### config.mk
export PLATFORM = sky130hd
export DESIGN_NAME = sprite_shadow_regs
export DESIGN_NICKNAME = d
export VERILOG_FILES = /design/src/rtl/sprite_shadow_regs.sv
export SDC_FILE = /design/constraint.sdc
export NUM_CORES = 1
export LEC_CHECK = 0
export CORE_AREA = 3 3 166 168
export CTS_BUF_LIST = sky130_fd_sc_hd__clkbuf_16
export DETAILED_ROUTE_END_ITERATION = 10
export DIE_AREA = 0 0 169 171
export GPL_ROUTABILITY_DRIVEN = 0
export PLACE_DENSITY = 0.68
export SLEW_MARGIN = 20
export SYNTH_ARGS = -nofsm -noshare
export SYNTH_HDL_FRONTEND = slang
export SYNTH_SLANG_ARGS = --single-unit
export TNS_END_PERCENT = 10
### constraint.sdc
create_clock -name clk -period 9.2 [get_ports clk]
set_clock_uncertainty 0.05 [all_clocks]
set_input_delay 1.84 -clock clk [delete_from_list [all_inputs] [get_ports clk]]
set_output_delay 1.84 -clock clk [all_outputs]
set_load 0.02 [all_outputs]
### src/rtl/sprite_shadow_regs.sv
// sprite_shadow_regs: double-buffered sprite/score register bank.
// Software writes a pending bank through the Avalon-MM slave. The pending
// bank is copied to the active bank at the start of vertical blank when a
// commit is armed, or every dirty frame in auto mode. Also provides a
// 16-bit frame counter and a status word for software pacing.
// Optional build macro: SHADOW_READBACK_EN enables read-back of the
// pending bank (0..NREGS-1) and active bank (0x1F2+i).

module sprite_shadow_regs #(
   parameter int unsigned NREGS   = 13,
   parameter int unsigned VACTIVE = 480
) (
   input  logic                  clk,
   input  logic                  reset,
   input  logic                  chipselect,
   input  logic                  write,
   input  logic                  read,
   input  logic [8:0]            address,
   input  logic [31:0]           writedata,
   output logic [31:0]           readdata,
   input  logic [9:0]            vcount,
   output logic [NREGS*8-1:0]    active_regs,
   output logic                  frame_pulse,
   output logic                  commit_done
);

   localparam int unsigned AW  = 9;
   localparam int unsigned DW  = 32;
   localparam int unsigned RW  = 8;
   localparam int unsigned VW  = 10;
   localparam int unsigned FCW = 16;

   localparam logic [AW-1:0] ADDR_CTRL    = 9'h1F0;
   localparam logic [AW-1:0] ADDR_STATUS  = 9'h1F1;
`ifdef SHADOW_READBACK_EN
   localparam logic [AW-1:0] ADDR_ACTIVE0 = 9'h1F2;
`endif

   logic [NREGS*RW-1:0] pending;
   logic                armed;
   logic                dirty;
   logic                auto_mode;
   logic [FCW-1:0]      frame_count;
   logic                vb_q;
   logic                vb_q2;

   logic                wr_c;
   logic                rd_c;
   logic                pend_hit_c;
   logic                ctrl_hit_c;
   logic                vblank_c;
   logic                commit_c;
   logic [DW-1:0]       read_mux_c;
   logic                unused;

   assign wr_c        = chipselect & write;
   assign rd_c        = chipselect & read;
   assign pend_hit_c  = wr_c && (address < AW'(NREGS));
   assign ctrl_hit_c  = wr_c && (address == ADDR_CTRL);
   assign vblank_c    = (vcount >= VW'(VACTIVE));
   assign frame_pulse = vb_q & ~vb_q2;
   assign commit_c    = frame_pulse & (armed | (auto_mode & dirty));
   assign unused      = ^writedata[DW-1:RW];

   // vblank edge detector: two-stage history of the vblank compare
   always_ff @(posedge clk or posedge reset) begin
      if (reset) begin
         vb_q  <= 1'b0;
         vb_q2 <= 1'b0;
      end else begin
         vb_q  <= vblank_c;
         vb_q2 <= vb_q;
      end
   end

   // frame counter, free-running modulo 2^16 on each vblank start
   always_ff @(posedge clk or posedge reset) begin
      if (reset) begin
         frame_count <= '0;
      end else if (frame_pulse) begin
         frame_count <= frame_count + FCW'(1);
      end
   end

   // pending bank: software writes land here at any time
   always_ff @(posedge clk or posedge reset) begin
      if (reset) begin
         pending <= '0;
      end else begin
         for (int i = 0; i < int'(NREGS); i++) begin
            if (wr_c && (address == AW'(i))) begin
               pending[i*RW +: RW] <= writedata[RW-1:0];
            end
         end
      end
   end

   // active bank: whole-bank copy at commit so a frame never tears
   always_ff @(posedge clk or posedge reset) begin
      if (reset) begin
         active_regs <= '0;
         commit_done <= 1'b0;
      end else begin
         commit_done <= commit_c;
         if (commit_c) begin
            active_regs <= pending;
         end
      end
   end

   // control flags: a write in the commit cycle wins over the commit's clear
   always_ff @(posedge clk or posedge reset) begin
      if (reset) begin
         armed     <= 1'b0;
         dirty     <= 1'b0;
         auto_mode <= 1'b0;
      end else begin
         if (commit_c) begin
            armed <= 1'b0;
            dirty <= 1'b0;
         end
         if (pend_hit_c) begin
            dirty <= 1'b1;
         end
         if (ctrl_hit_c) begin
            if (writedata[0]) begin
               armed <= 1'b1;
            end
            auto_mode <= writedata[1];
         end
      end
   end

   // read decode: STATUS always, bank read-back only when built in
   always_comb begin
      read_mux_c = '0;
      if (address == ADDR_STATUS) begin
         read_mux_c = {frame_count, 13'b0, auto_mode, dirty, armed};
      end
`ifdef SHADOW_READBACK_EN
      for (int i = 0; i < int'(NREGS); i++) begin
         if (address == AW'(i)) begin
            read_mux_c = {24'b0, pending[i*RW +: RW]};
         end
         if (address == (ADDR_ACTIVE0 + AW'(i))) begin
            read_mux_c = {24'b0, active_regs[i*RW +: RW]};
         end
      end
`endif
   end

   // read data register: captured on a read strobe, held otherwise
   always_ff @(posedge clk or posedge reset) begin
      if (reset) begin
         readdata <= '0;
      end else if (rd_c) begin
         readdata <= read_mux_c;
      end
   end

endmodule

==> impl_metrics.json <==
{
  "synth_cell_type_count": 33,
  "fin_crit_sh": 0.467,
  "grt_pass1_vias": 5828,
  "fp.dieH_um": 171,
  "syn-cell-area_um2": 9640,
  "clkSinkCount": 249,
  "holdPathEnd": "vb_q2",
  "synth-xor-area-share": 0.0136,
  "synth_fa_ha_area_frac": 0.00130,
  "synth_top_family_by_area": "multiplexers",
  "rows": 59,
  "power_switching_uw": 511,
  "cellPowerDensity_nw_per_um2": 189,
  "cts.path.max_buffers": 3,
  "coreArea_um2": 26100,
  "path_max_fanout": 8,
  "synthCells": 642,
  "hold_buffers": 0,
  "die_w_um": 169,
  "max_clock_freq_mhz": 233,
  "grt.total_usage": 0.149,
  "r2r_slack_ps": 6490,
  "synthMuxAreaShare": 0.247,
  "synth_seq_cells": 249,
  "outcome": "completed",
  "hpwlAfterDp_mm": 13.5,
  "drtAntennaViolNets": 0,
  "rr_startpoint": "vb_q2",
  "drt_iter0_markers": 268,
  "post-cts-setup-buffer-count": 0,
  "worstHoldPathCells": 0,
  "num_vias": 5556,
  "min_path_type": "reg2reg",
  "numCtsBuffers": 27,
  "grt_pass1_wl_mm": 34.1,
  "synth_ff_type": "dfrtp_1",
  "crit_arrival_ps": 4640,
  "final_cell_mix": "249 x dfrtp_1, 201 x mux2_2, 151 x clkdlybuf4s50_1",
  "multi_input_area_um2": 3220,
  "swShare": 0.220,
  "area_growth_pct": 28.0,
  "antenna_found_initial": 3,
  "grt.overflow.total": 0,
  "fin_crit_ps": 4290,
  "required_ps": 9550,
  "syn_avg_cell_area_um2": 15.0,
  "rr_worst_depth": 5,
  "seq_area_frac_synth": 0.646,
  "tns_ps": 0,
  "n_antenna_cell": 0,
  "grt_max_degree": 141,
  "dr.pass1.iters": 4,
  "cts_resized": 0,
  "vias_per_cell": 4.84,
  "synth_compound_area_frac": 0.0139,
  "num-fill-cells": 2301,
  "start_kind": "input port",
  "cp-end-kind": "flop",
  "layout-drive-gt1-share": 0.321,
  "synth-edff-count": 0,
  "io_buffers": 151,
  "die-area_um2": 28900,
  "ir_drop_uv": 133,
  "rsz0062_at_grt": "no",
  "max_slew_margin": 0.351,
  "drc_errors": 0,
  "seqPwrFrac": 0.488,
  "ys_warn_count": 0,
  "htreeDepth": 1,
  "finalMaxSlewViolations": 0,
  "tritoncts": "done",
  "p_clk_frac": 0.473,
  "async_reset_ff_frac": 1.00,
  "power.internal_mw": 1.82,
  "worst_pin_slew_ps": 970,
  "clkLatencyLatePin_ps": 520,
  "worstHoldStart": "vb_q",
  "cts.reportedPaths.clkPinSlew_ps": 60,
  "power_leakage_nw": 5.91,
  "comb_power_share": 0.040,
  "p_total_mw": 2.33,
  "hold_violations": 0,
  "final_common_cell": "dfrtp_1",
  "yosys.area_share.simple": 0.0518,
  "seq_area_um2": 6230,
  "num-nets-final": 852,
  "final-setup-viol-count": 0,
  "criticalPathCategory": "in2reg",
  "start_util": 0.370,
  "drv_cap": 0,
  "reg2reg_to": "active_regs[6]",
  "clockRootBuffer": "clkbuf_16",
  "ios": 194,
  "routed_wl_mm": 21.5,
  "post_drt_wl_per_cell_um": 18.7
}
## state kept, by name, indices dropped and copies added, names as in the netlist
signal and flops:
frame_count 16, pending 104, armed 1, readdata 19
vb_q 1, commit_done 1, active_regs 104, auto_mode 1
dirty 1, vb_q2 1
## kinds of logic after synthesis
| kind of cell | Yosys count |
|---|---|
| other | 1 |
| muxes | 209 |
| and+or+nand+nor | 95 |
| DFF | 249 |
| buffers and inverters | 48 |
| xor gates and xnor gates | 15 |
| AOI/OAI and AO/OA | 24 |
| adders and majority gates | 1 |
## cell type report
type | count | share of cell area
Inverter | 5 | 0.00213
Multi-Input combinational cell | 357 | 0.261
Clock inverter | 21 | 0.0183
Tap cell | 335 | 0.0340
Sequential cell | 249 | 0.505
Timing Repair Buffer | 155 | 0.125
Clock buffer | 27 | 0.0548
## metrics by stage
step / hold slack [ps] / cells / util / cell area (µm²) / setup slack (ps)
2_1_floorplan: 345 / 654 / - / 9680 / 467
3_3_place_gp: 372 / 1101 / 0.439 / 11400 / 4330
3_5_place_dp: 368 / 1101 / 0.439 / 11400 / 4320
4_1_cts: 382 / 1149 / 0.473 / 12300 / 4880
5_1_grt: 398 / 1149 / 0.473 / 12300 / 4820
6_report: 377 / 1149 / 0.473 / 12300 / 4910
## power groups by stage
| stage | clock network, mW | logic, mW | registers [mW] |
|---|---|---|---|
| 6_report | 1.10 | 0.0926 | 1.14 |
| 5_1_grt | 1.18 | 0.106 | 1.14 |
| 4_1_cts | 1.13 | 0.0964 | 1.13 |
| 3_5_place_dp | 0 | 0.0961 | 1.15 |
| 3_3_place_gp | 0 | 0.0939 | 1.15 |
| 2_1_floorplan | 0 | 0.0614 | 1.15 |
## worst max-delay path, cell delays in order
cell and delay (ps):
clkdlybuf4s50_1 460, or4_1 600, or3_1 530, nor3_2 780, mux2_2 420
## cells in the mapped netlist, types with 4 or more instances
cell	count	area, µm²
mux2_4	8	120
mux2_2	201	2260
inv_1	5	18.8
nor3_2	4	40.0
clkbuf_1	28	105
nor2_1	8	30.0
nand3_1	10	50.1
dfrtp_1	249	6230
xor2_1	5	43.8
buf_4	13	97.6
nand4_1	6	37.5
nand2_1	46	173
o21ai_0	19	95.1
xnor2_1	10	87.6
## per-layer routing
layer,global-route usage,share of wire,vias up
met2,0.240,0.46,149
li1,-,-,2518
met5,0,0.0014,-
met4,0.0279,0.014,6
met3,0.0462,0.076,34
met1,0.204,0.45,2849
## worst max path at each step
stage,startpoint,to,slack [ps],cells past startpoint
6_report,address[8],pending[53],4910,5
5_1_grt,address[8],pending[52],4820,5
4_1_cts,address[8],pending[53],4880,5
3_5_place_dp,address[8],pending[53],4320,5
3_3_place_gp,address[8],pending[52],4330,5
2_1_floorplan,reset,active_regs[0],470,1
Note: power is estimated with default switching activity, not from simulation.
